==> src/rtl/lmem_pkg.sv <==
// Shared layer-memory constants: default widths, burst limit and requester indices.
package lmem_pkg;
  localparam int LMEM_ADDR_W    = 12;
  localparam int LMEM_DATA_W    = 13;
  localparam int LMEM_MAX_BURST = 64;

  localparam int REQ_CONV = 0;
  localparam int REQ_POOL = 1;
endpackage

==> src/rtl/lmem_rr_arb.sv <==
// Two-way round-robin arbiter with burst-lock priority bounded by a saturating burst counter.
module lmem_rr_arb
  import lmem_pkg::*;
#(
  parameter int MAX_BURST = LMEM_MAX_BURST
) (
  input  logic       clk,
  input  logic       reset,
  input  logic [1:0] req,
  input  logic [1:0] lock,
  output logic [1:0] gnt
);

  localparam int CNT_W = $clog2(MAX_BURST + 1);
  localparam logic [CNT_W-1:0] CNT_MAX = CNT_W'(MAX_BURST);

  logic             last_q, last_d;
  logic [CNT_W-1:0] burst_q, burst_d;
  logic             hold;
  logic             win;
  logic [1:0]       gnt_raw;

  function automatic logic [CNT_W-1:0] sat_inc(input logic [CNT_W-1:0] v);
    if (v >= CNT_MAX) return CNT_MAX;
    else return v + 1'b1;
  endfunction

  // burst_q counts consecutive grants to last_q; zero only before the first grant
  // after reset, so a stale last_q cannot claim lock priority out of reset.
  always_comb begin
    gnt_raw = 2'b00;
    last_d  = last_q;
    burst_d = burst_q;
    hold    = (burst_q != '0) && (burst_q < CNT_MAX) && lock[last_q];
    if (req == 2'b11) win = hold ? last_q : ~last_q;
    else              win = req[1];
    if (|req) begin
      gnt_raw[win] = 1'b1;
      last_d       = win;
      burst_d      = (win == last_q) ? sat_inc(burst_q) : CNT_W'(1);
    end
  end

  assign gnt = reset ? gnt_raw : 2'b00;

  always_ff @(posedge clk or negedge reset) begin
    if (!reset) begin
      last_q  <= 1'b1;
      burst_q <= '0;
    end else begin
      last_q  <= last_d;
      burst_q <= burst_d;
    end
  end

endmodule

==> src/rtl/lmem_arbiter.sv <==
// Layer-memory arbiter: grants one of two requesters per cycle, registers the memory
// strobes/addresses for the following cycle and tags read returns with their owner.
module lmem_arbiter
  import lmem_pkg::*;
#(
  parameter int ADDR_W    = LMEM_ADDR_W,
  parameter int DATA_W    = LMEM_DATA_W,
  parameter int MAX_BURST = LMEM_MAX_BURST
) (
  input  logic              clk,
  input  logic              reset,
  input  logic [1:0]        req,
  input  logic [1:0]        we,
  input  logic [1:0]        sel,
  input  logic [1:0]        lock,
  input  logic [ADDR_W-1:0] addr0,
  input  logic [ADDR_W-1:0] addr1,
  input  logic [DATA_W-1:0] wdata0,
  input  logic [DATA_W-1:0] wdata1,
  output logic [1:0]        gnt,
  output logic [1:0]        rvalid,
  output logic [DATA_W-1:0] rdata,
  output logic              cwr,
  output logic              crd,
  output logic              csel,
  output logic [ADDR_W-1:0] caddr_wr,
  output logic [ADDR_W-1:0] caddr_rd,
  output logic [DATA_W-1:0] cdata_wr,
  input  logic [DATA_W-1:0] cdata_rd,
  output logic              idle
);

  logic              g_id, g_vld, g_we, g_sel;
  logic [ADDR_W-1:0] g_addr;
  logic [DATA_W-1:0] g_wdata;

  logic              cwr_q, cwr_d, crd_q, crd_d, csel_q, csel_d;
  logic [ADDR_W-1:0] caddr_wr_q, caddr_wr_d, caddr_rd_q, caddr_rd_d;
  logic [DATA_W-1:0] cdata_wr_q, cdata_wr_d;
  logic              rd_own_p1_q, rd_own_p1_d;
  logic              rd_vld_p2_q, rd_vld_p2_d, rd_own_p2_q, rd_own_p2_d;

  lmem_rr_arb #(.MAX_BURST(MAX_BURST)) u_arb (
    .clk   (clk),
    .reset (reset),
    .req   (req),
    .lock  (lock),
    .gnt   (gnt)
  );

  // Stage p0: mux the granted requester's access onto the memory output registers.
  always_comb begin
    g_vld   = |gnt;
    g_id    = gnt[REQ_POOL];
    g_we    = g_id ? we[REQ_POOL]  : we[REQ_CONV];
    g_sel   = g_id ? sel[REQ_POOL] : sel[REQ_CONV];
    g_addr  = g_id ? addr1  : addr0;
    g_wdata = g_id ? wdata1 : wdata0;

    cwr_d      = g_vld & g_we;
    crd_d      = g_vld & ~g_we;
    csel_d     = g_vld ? g_sel : csel_q;
    caddr_wr_d = (g_vld & g_we)  ? g_addr  : caddr_wr_q;
    cdata_wr_d = (g_vld & g_we)  ? g_wdata : cdata_wr_q;
    caddr_rd_d = (g_vld & ~g_we) ? g_addr  : caddr_rd_q;
    // Stage p1 -> p2: crd_q marks the read in flight, the owner follows it one cycle on.
    rd_own_p1_d = g_id;
    rd_vld_p2_d = crd_q;
    rd_own_p2_d = rd_own_p1_q;
  end

  always_ff @(posedge clk or negedge reset) begin
    if (!reset) begin
      cwr_q       <= 1'b0;
      crd_q       <= 1'b0;
      csel_q      <= 1'b0;
      caddr_wr_q  <= '0;
      caddr_rd_q  <= '0;
      cdata_wr_q  <= '0;
      rd_own_p1_q <= 1'b0;
      rd_vld_p2_q <= 1'b0;
      rd_own_p2_q <= 1'b0;
    end else begin
      cwr_q       <= cwr_d;
      crd_q       <= crd_d;
      csel_q      <= csel_d;
      caddr_wr_q  <= caddr_wr_d;
      caddr_rd_q  <= caddr_rd_d;
      cdata_wr_q  <= cdata_wr_d;
      rd_own_p1_q <= rd_own_p1_d;
      rd_vld_p2_q <= rd_vld_p2_d;
      rd_own_p2_q <= rd_own_p2_d;
    end
  end

  // Stage p2: memory data arrives this cycle and is forwarded to its owner.
  assign rvalid   = {rd_vld_p2_q & rd_own_p2_q, rd_vld_p2_q & ~rd_own_p2_q};
  assign rdata    = cdata_rd;
  assign cwr      = cwr_q;
  assign crd      = crd_q;
  assign csel     = csel_q;
  assign caddr_wr = caddr_wr_q;
  assign caddr_rd = caddr_rd_q;
  assign cdata_wr = cdata_wr_q;
  assign idle     = ~reset | (~|req & ~cwr_q & ~crd_q & ~rd_vld_p2_q);

endmodule
==> config.mk <==
export PLATFORM = sky130hd
export DESIGN_NAME = lmem_arbiter
export DESIGN_NICKNAME = d
export VERILOG_FILES = /design/src/rtl/lmem_pkg.sv /design/src/rtl/lmem_rr_arb.sv /design/src/rtl/lmem_arbiter.sv
export SDC_FILE = /design/constraint.sdc
export NUM_CORES = 1
export LEC_CHECK = 0
export CORE_ASPECT_RATIO = 0.75
export CORE_MARGIN = 3
export CORE_UTILIZATION = 35
export DETAILED_ROUTE_END_ITERATION = 12
export DONT_BUFFER_PORTS = 1
export GPL_ROUTABILITY_DRIVEN = 0
export PLACE_DENSITY_LB_ADDON = 0.15
export SETUP_SLACK_MARGIN = 0.15
export SLEW_MARGIN = 10
export SYNTH_ARGS = -nofsm -noshare
export SYNTH_HDL_FRONTEND = slang
export SYNTH_HIERARCHICAL = 1
export SYNTH_SLANG_ARGS = --single-unit
export TNS_END_PERCENT = 100
==> constraint.sdc <==
create_clock -name clk -period 5.4 [get_ports clk]
set_clock_uncertainty 0.05 [all_clocks]
set_input_delay 1.08 -clock clk [delete_from_list [all_inputs] [get_ports clk]]
set_output_delay 1.08 -clock clk [all_outputs]
set_load 0.02 [all_outputs]
Word-level counts from Yosys, hierarchy flattened
Index checks and enable logic that the tools add are counted.

Word-level logic and storage cells: 55. Output and inout port bits: 58. Flip-flop bits (word level): 51. Input bits: 73.

Eq/ne operators: 2. $add $sub $neg: 1. Bitwise logic cells: 15. Order comparisons: 5. Reduce and logical (&&, ||, !) cells: 7. Mux-type cells: 14.

Operators with widths (count): 7-bit 2-to-1 mux (2); 13-bit 2-to-1 mux (1); 12-bit 2-to-1 mux (1); 7-bit by 1-bit adder with 7-bit output, second input constant (1); 1-bit bitwise AND (7); 7-bit >= comparator, second input constant (1); 7-bit less-than comparator, second input constant (1); 1-bit 2-to-1 mux (7); 1-bit inverter (7); 7-bit nonzero test (1); 1-bit by 2-bit less-than comparator with 1-bit output, second input constant (2); 2-bit 2-to-1 mux (2); 2-bit OR reduction (2); 1-bit logical AND (3); 2-bit equality test, second input constant (1); 1-bit demux with 1-bit select (1); 1-bit equality test (1); 1-bit >= comparator, second input constant (1); 1-bit logical NOT (1); 1-bit OR (1).

Longest topological paths before layout
Gate-level depths: netlist of the first run.

Depth in word-level cells: 14. Gate-level depth with buffers: 11. Gate-level depth less buffers: 8.

Cells and area by module
The synthesis of the first run kept the hierarchy.

By module, submodules not included: lmem_arbiter (instances 1, sequential area each 1076.0 sq um, area an instance 2492.4 sq um, cells each 226); lmem_rr_arb (instances 1, sequential area each 201.4 sq um, area an instance 595.6 sq um, cells each 62).

Worst setup path before layout of the first run
Ideal clock, no wire load.

Path kind: input -> output. From: input port req[1]. To: output port idle. Cell stages on the path: 2. Slack: 2.197 ns. Buffers on the path: 0. Arrival: 2.073 ns. Required time: 4.270 ns. Path through: or4_1 > o21ai_0.

Cells in the longest elaborated chain, start to end: 6.

RTL lines: start, declared (RTL line lmem_arbiter.sv:12) `input logic [1:0] req,`; 2-bit OR reduction (RTL line lmem_arbiter.sv:105) `assign idle = ~reset | (~|req & ~cwr_q & ~crd_q & ~rd_vld_p2_q);`; 1-bit logical NOT (RTL line lmem_arbiter.sv:105); 1-bit bitwise AND (3 in a row) (RTL line lmem_arbiter.sv:105); 1-bit OR (RTL line lmem_arbiter.sv:105); end, declared (RTL line lmem_arbiter.sv:30) `output logic idle`.

Every way passes these cells.

Final worst setup path of the first run
From: input port lock[1]. To: output port gnt[1].

Cells in the longest elaborated chain, start to end: 11. Elaborated cells between the ends (all ways): 12. Classes of those cells: 2 x order compare; 8 x mux; 2 x reduce/logical.

RTL lines: start, declared (RTL line lmem_arbiter.sv:15) `input logic [1:0] lock,`; 1-bit 2-to-1 mux (not written as such) * (2 in a row) (RTL line lmem_rr_arb.sv:34) `hold = (burst_q != '0) && (burst_q < CNT_MAX) && lock[last_q];`; 1-bit logical AND * (RTL line lmem_rr_arb.sv:34); 1-bit 2-to-1 mux * (2 in a row) (RTL line lmem_rr_arb.sv:35) `if (req == 2'b11) win = hold ? last_q : ~last_q;`; 1-bit by 2-bit less-than comparator with 1-bit output (not written as such) or 1-bit >= comparator (tied branches) (RTL line lmem_rr_arb.sv:38) `gnt_raw[win] = 1'b1;`; 1-bit logical AND (not written as such) (RTL line lmem_rr_arb.sv:38); 1-bit 2-to-1 mux (not written as such) (RTL line lmem_rr_arb.sv:38); 1-bit demux with 1-bit select *; 2-bit 2-to-1 mux * (RTL line lmem_rr_arb.sv:37) `if (|req) begin`; 2-bit 2-to-1 mux * (RTL line lmem_rr_arb.sv:44) `assign gnt = reset ? gnt_raw : 2'b00;`; end, declared (RTL line lmem_arbiter.sv:20) `output logic [1:0] gnt,`.

Every way passes the cells marked *; elsewhere a longest branch is shown, timed or not. The select of a mux whose other input is x is not followed.

==> metrics.cfg, run 1 <==
[grt]
gr-usage-all-layers_pct=15.5
number_of_global_route_vias_before_repair=2234
grt_overflow=0
grt_first_pass_wirelength_um=12300
maximum_number_of_pins_on_one_net_before_global_route_repair=70
antenna_found_initial=0

[sta]
min_period_over_period_pct=67.9
max_freq_mhz=273
post-route-min-period_ns=3.67
max-slew-margin-rel_pct=37.2
number_of_max_slew_violations_in_the_final_report=0
tightestPinTransition_ns=0.940
unrepaired_setup_endpoints_after_global_routing=no
finalHoldViolCount=0
timing.final.setup_violations=0
setup-tns-final_ns=0

[synthesis]
synthDominantAreaCellType=sky130_fd_sc_hd__dfrtp_1
yosys.cell_count.top_type=sky130_fd_sc_hd__mux2i_1
synth-edff-count=0
synth.top_cells.by_count=65 x sky130_fd_sc_hd__mux2i_1, 50 x sky130_fd_sc_hd__dfrtp_1, 27 x sky130_fd_sc_hd__a21oi_1
syn_nets=363
ff_latch_count_synth=51
yosys.cell_types.count=45
ys_seq_area_share_pct=41.4
ys.warnings.count=6
synth_top_cell_area_share_pct=40.5
synth_area_per_cell_um2=10.7
post_synth_inst_count=288
total_standard_cell_area_after_synthesis_um2=3090
asyncSetResetFlopFracSynth_pct=100
synth.top_cells.by_area=sky130_fd_sc_hd__dfrtp_1 41%, sky130_fd_sc_hd__mux2i_1 21%, sky130_fd_sc_hd__a211oi_1 6.3%
yosys_most_used_dff=sky130_fd_sc_hd__dfrtp_1

[worst_setup_path]
timing.critical_path.required_ns=4.27
path_class=in -> out
worst_ep_arrival_time_ns=2.54
cp-start-kind=primary input
setup.worst_path.end_class=output port
maximum_fanout_along_the_worst_path=69
r2r_slack_ns=2.10

[finish]
finalInstanceArea_um2=3120
nets=334
layout-area-overhead-vs-synth_pct=1.01
layout.filler_cells=868
diodes=0
non_filler_cells_in_the_finished_layout=368
drive_above_1_share_pct=7.69

[cts]
cts_root_buf=sky130_fd_sc_hd__clkbuf_16
cts-buffers-inserted=5
numClockSinks=51
clk-insertion-delay-late_ns=0.28
cts_post_setup_buffers_inserted=0
path_clk_slew_ns=0.07
cts_buffer_depth=2
cts-htree-levels=2
ctsHoldBuffers=0
cts_tree=yes
ctsResizeCount=0

[placement]
post-dp-hpwl_um=4950
port_buffers=0
detailed_place.area_um2=2980
dp_cells=360

[detailed_routing]
drcViolationCount=0
route.detailed.wl_per_inst_um=20.8
route.antenna.remaining_nets=0
detail_route.first_pass.iterations=4
final_routed_wirelength_across_all_metal_layers_um=7660
vias=2150
via_per_inst=5.84
drt-initial-drc-count=125

[floorplan]
chipHeight_um=87.3
rows=29
design.die.area_um2=10000
die_width_um=114
floorplan.io_pins=131
start_util_pct=36.2
core_area_um2=8530

[status]
run_status=finished, final reports clean

[power_and_ir_drop]
power.density_nw_per_um2=480
maximum_resistive_drop_on_vdd_v=0.000183
total_leakage_power_nw=1.46

[run]
max_cap_viol_count=0

[hold_path]
worstHoldPathType=reg -> reg

[routing by layer]
| metal | wire [um] | GRT usage, % | vias up | part of all wire [%] |
|---|---|---|---|---|
| met5 | 0 | 0 | - | 0 |
| met4 | 50 | 2.91 | 0 | 0.65 |
| met3 | 728 | 6.04 | 8 | 9.5 |
| met2 | 3270 | 22.7 | 82 | 43 |
| met1 | 3620 | 21.9 | 1057 | 47 |
| li1 | - | - | 1003 | - |
[flip-flops by register name, indices dropped and copies added (netlist names)]
register / cells
rd_own_p2_q: 1
crd: 1
cwr: 1
u_arb/last_q: 1
caddr_wr: 12
u_arb/burst_q: 7
rd_own_p1_q: 1
csel: 1
cdata_wr: 13
rd_vld_p2_q: 1
caddr_rd: 12
[kinds of logic (layout without fill, tap and decap cells)]
logic type	count (synthesis)	count (layout)	synth area share (%)
adder cells (fa/ha/maj)	2	2	0.810
buffers and inverters	40	12	8.91
AND/OR/NAND/NOR	52	52	10.6
AO/OA/AOI/OAI	76	76	16.6
XOR/XNOR	1	1	0.284
flip-flops	51	51	41.4
multiplexers	66	66	21.4
[critical path, stage by stage]
cell and delay [ns]:
sky130_fd_sc_hd__mux2i_1 0.08, sky130_fd_sc_hd__a211oi_2 0.32, sky130_fd_sc_hd__xnor2_1 0.26, sky130_fd_sc_hd__o211a_4 0.78
[layout make-up]
type                       count  area, um^2  area share, %
clock buffer                   7         133           4.25
clock inverter                 1        5.00          0.160
inverter                       4        15.0          0.481
multi-input combinational    197        1550           49.8
sequential                    51        1280           41.0
tap                          108         135           4.33
[per-stage QoR]
stage          worst slack (ns)  hold WS, ns  utilization (%)  power [mW]
3_3_place_gp               1.74        0.289             35.0        1.19
3_5_place_dp               1.62        0.286             35.0        1.20
6_report                   1.73        0.299             36.6        1.50
5_1_grt                    1.57        0.304             36.6        1.60
2_1_floorplan              2.20        0.281                -        1.13
4_1_cts                    1.68        0.301             36.6        1.52
[layout by cell type, fill, tap and decap left out, types with 2 or more instances in the layout]
cell type,count
sky130_fd_sc_hd__mux2i_1,65
sky130_fd_sc_hd__dfrtp_1,50
sky130_fd_sc_hd__a211oi_1,26
sky130_fd_sc_hd__a21oi_1,26
sky130_fd_sc_hd__and3_1,21
sky130_fd_sc_hd__nand2_1,7
sky130_fd_sc_hd__o21ai_0,5
sky130_fd_sc_hd__clkbuf_16,5
sky130_fd_sc_hd__and3_2,4
sky130_fd_sc_hd__inv_1,4
sky130_fd_sc_hd__a21o_1,4
sky130_fd_sc_hd__nand3_1,3
sky130_fd_sc_hd__or2_1,3
sky130_fd_sc_hd__a221oi_1,3
sky130_fd_sc_hd__clkbuf_1,2
sky130_fd_sc_hd__nor2_1,2
sky130_fd_sc_hd__nor3_1,2
sky130_fd_sc_hd__or2b_1,2
sky130_fd_sc_hd__o31ai_1,2
sky130_fd_sc_hd__ha_1,2
[power breakdown]
group | internal (mW) | switching [mW] | leakage (nW)
logic | 0.175 | 0.167 | 0.789
registers | 0.526 | 0.323 | 0.605
clock network | 0.172 | 0.135 | 0.0679
total | 0.873 | 0.626 | 1.46
[final timing paths]
| path | startpoint | end | depth (start not counted) |
|---|---|---|---|
| worst max-delay path | lock[1] | gnt[1] | 4 |
| worst min-delay path | rd_own_p1_q | rd_own_p2_q | 0 |
| worst max register to register | u_arb/burst_q[0] | caddr_wr[6] | 8 |
| worst min register to register | rd_own_p1_q | rd_own_p2_q | 0 |
| max in group asynchronous | reset | u_arb/last_q | 0 |
| min in group asynchronous | reset | caddr_rd[4] | 0 |
Power figures use the tool's default switching activity.
==> run 2: changes to the inputs <==
==> constraint.sdc (replaced) <==
create_clock -name clk -period 3.7 [get_ports clk]
set_clock_uncertainty 0.05 [all_clocks]
set_input_delay 0.74 -clock clk [delete_from_list [all_inputs] [get_ports clk]]
set_output_delay 0.74 -clock clk [all_outputs]
set_load 0.02 [all_outputs]
==> run 2 against run 1 <==
Compared with the run above: register-to-register slack got worse by 1.3 ns; critical path depth did not move; setup slack got worse by 0.99 ns; core utilization rose by 0.44 points; sequential share of layout area fell by 0.49 points; final cell count rose by 0.54%; critical endpoint unchanged.
==> metrics.cfg, run 2 (synthesis results as in run 1) <==
[floorplan]
start_util_pct=36.2
die_width_um=114
core_area_um2=8530
floorplan.io_pins=131
design.die.area_um2=10000
rows=29
chipHeight_um=87.3

[cts]
cts-htree-levels=2
ctsResizeCount=0
cts_root_buf=sky130_fd_sc_hd__clkbuf_16
path_clk_slew_ns=0.07
cts_tree=yes
cts_post_setup_buffers_inserted=0
ctsHoldBuffers=0
numClockSinks=51
cts-buffers-inserted=5
clk-insertion-delay-late_ns=0.29
cts_buffer_depth=2

[sta]
min_period_over_period_pct=79.8
max_freq_mhz=339
tightestPinTransition_ns=0.630
timing.final.setup_violations=0
max-slew-margin-rel_pct=57.5
postLayoutSetupSlackWorst_ns=0.748
number_of_max_slew_violations_in_the_final_report=0
unrepaired_setup_endpoints_after_global_routing=no
post-route-min-period_ns=2.95
setup-tns-final_ns=0
finalHoldViolCount=0

[detailed_routing]
route.detailed.wl_per_inst_um=21.2
drt-initial-drc-count=115
vias=2141
detail_route.first_pass.iterations=4
final_routed_wirelength_across_all_metal_layers_um=7850
via_per_inst=5.79
drcViolationCount=0
route.antenna.remaining_nets=0

[finish]
drive_above_1_share_pct=9.16
nets=336
diodes=0
layout-area-overhead-vs-synth_pct=2.23
largest_register_ffs=13
mostFrequentLayoutCell=sky130_fd_sc_hd__mux2i_1
most-common-layout-cells=65 x sky130_fd_sc_hd__mux2i_1, 50 x sky130_fd_sc_hd__dfrtp_1, 26 x sky130_fd_sc_hd__a211oi_1, 26 x sky130_fd_sc_hd__a21oi_1, 21 x sky130_fd_sc_hd__and3_1

[placement]
post-dp-hpwl_um=5190
preCtsSetupSlack_ns=0.681
port_buffers=0

[grt]
grt_first_pass_wirelength_um=12700
grt_overflow=0
antenna_found_initial=0
gr-usage-all-layers_pct=16.2
number_of_global_route_vias_before_repair=2263
maximum_number_of_pins_on_one_net_before_global_route_repair=55

[power_and_ir_drop]
power.density_nw_per_um2=710
maximum_resistive_drop_on_vdd_v=0.000280
total_leakage_power_nw=1.48

[worst_setup_path]
path_class=reg -> out
timing.critical_path.required_ns=2.91
worst_ep_arrival_time_ns=2.16
maximum_fanout_along_the_worst_path=26
setup.worst_path.end_class=output port
cp-start-kind=flip-flop

[status]
run_status=finished, final reports clean

[hold_path]
worstHoldPathType=in -> async

[run]
max_cap_viol_count=0

run 2: area by class of cell:
cell class	instances	area [um^2]
Multi-Input combinational cell	197	1550
Fill cell	852	5370
Timing Repair Buffer	2	15.0
Inverter	4	15.0
Clock inverter	1	7.51
Tap cell	108	135
Sequential cell	51	1280
Clock buffer	7	153
run 2: final timing paths:
| check | from | endpoint | slack, ns | cells past startpoint |
|---|---|---|---|---|
| max | u_arb/last_q | gnt[1] | 0.75 | 4 |
| min | reset | caddr_rd[9] | 0.09 | 0 |
| max reg2reg | u_arb/burst_q[0] | cdata_wr[3] | 0.77 | 8 |
| min reg2reg | rd_own_p1_q | rd_own_p2_q | 0.30 | 0 |
| max in group asynchronous | reset | u_arb/last_q | 3.33 | 0 |
| min in group clk | rd_own_p1_q | rd_own_p2_q | 0.30 | 0 |
run 2: worst max-delay path, stage by stage, from the launching register on:
cell and delay [ns]:
sky130_fd_sc_hd__dfstp_2 0.62, sky130_fd_sc_hd__mux2i_1 0.31, sky130_fd_sc_hd__a211oi_2 0.10, sky130_fd_sc_hd__xnor2_1 0.34, sky130_fd_sc_hd__o211a_4 0.49
run 2: stage by stage:
step / util, % / cells / area [um^2] / total power [mW] / hold WS, ns
floorplan: - / 288 / 3090 / 1.65 / 0.281
global placement: 35.1 / 362 / 3000 / 1.74 / 0.293
detailed placement: 35.1 / 362 / 3000 / 1.76 / 0.286
CTS: 37.0 / 370 / 3160 / 2.28 / 0.0770
global route: 37.0 / 370 / 3160 / 2.40 / 0.0695
finish: 37.0 / 370 / 3160 / 2.24 / 0.0909
run 2: layer usage:
layer	part of all wire (%)	vias up	wire length [um]	GRT usage (%)
met5	0	-	0	0
met4	0.85	0	67	3.56
met3	10	11	806	6.81
met2	44	79	3430	23.9
met1	45	1046	3550	22.2
li1	-	1005	-	-
run 2: where the power goes:
| part | internal (mW) | total, mW | leakage, nW | switching, mW |
|---|---|---|---|---|
| Combinational | 0.258 | 0.506 | 0.800 | 0.247 |
| Clock | 0.288 | 0.501 | 0.0761 | 0.212 |
| Sequential | 0.767 | 1.24 | 0.605 | 0.470 |
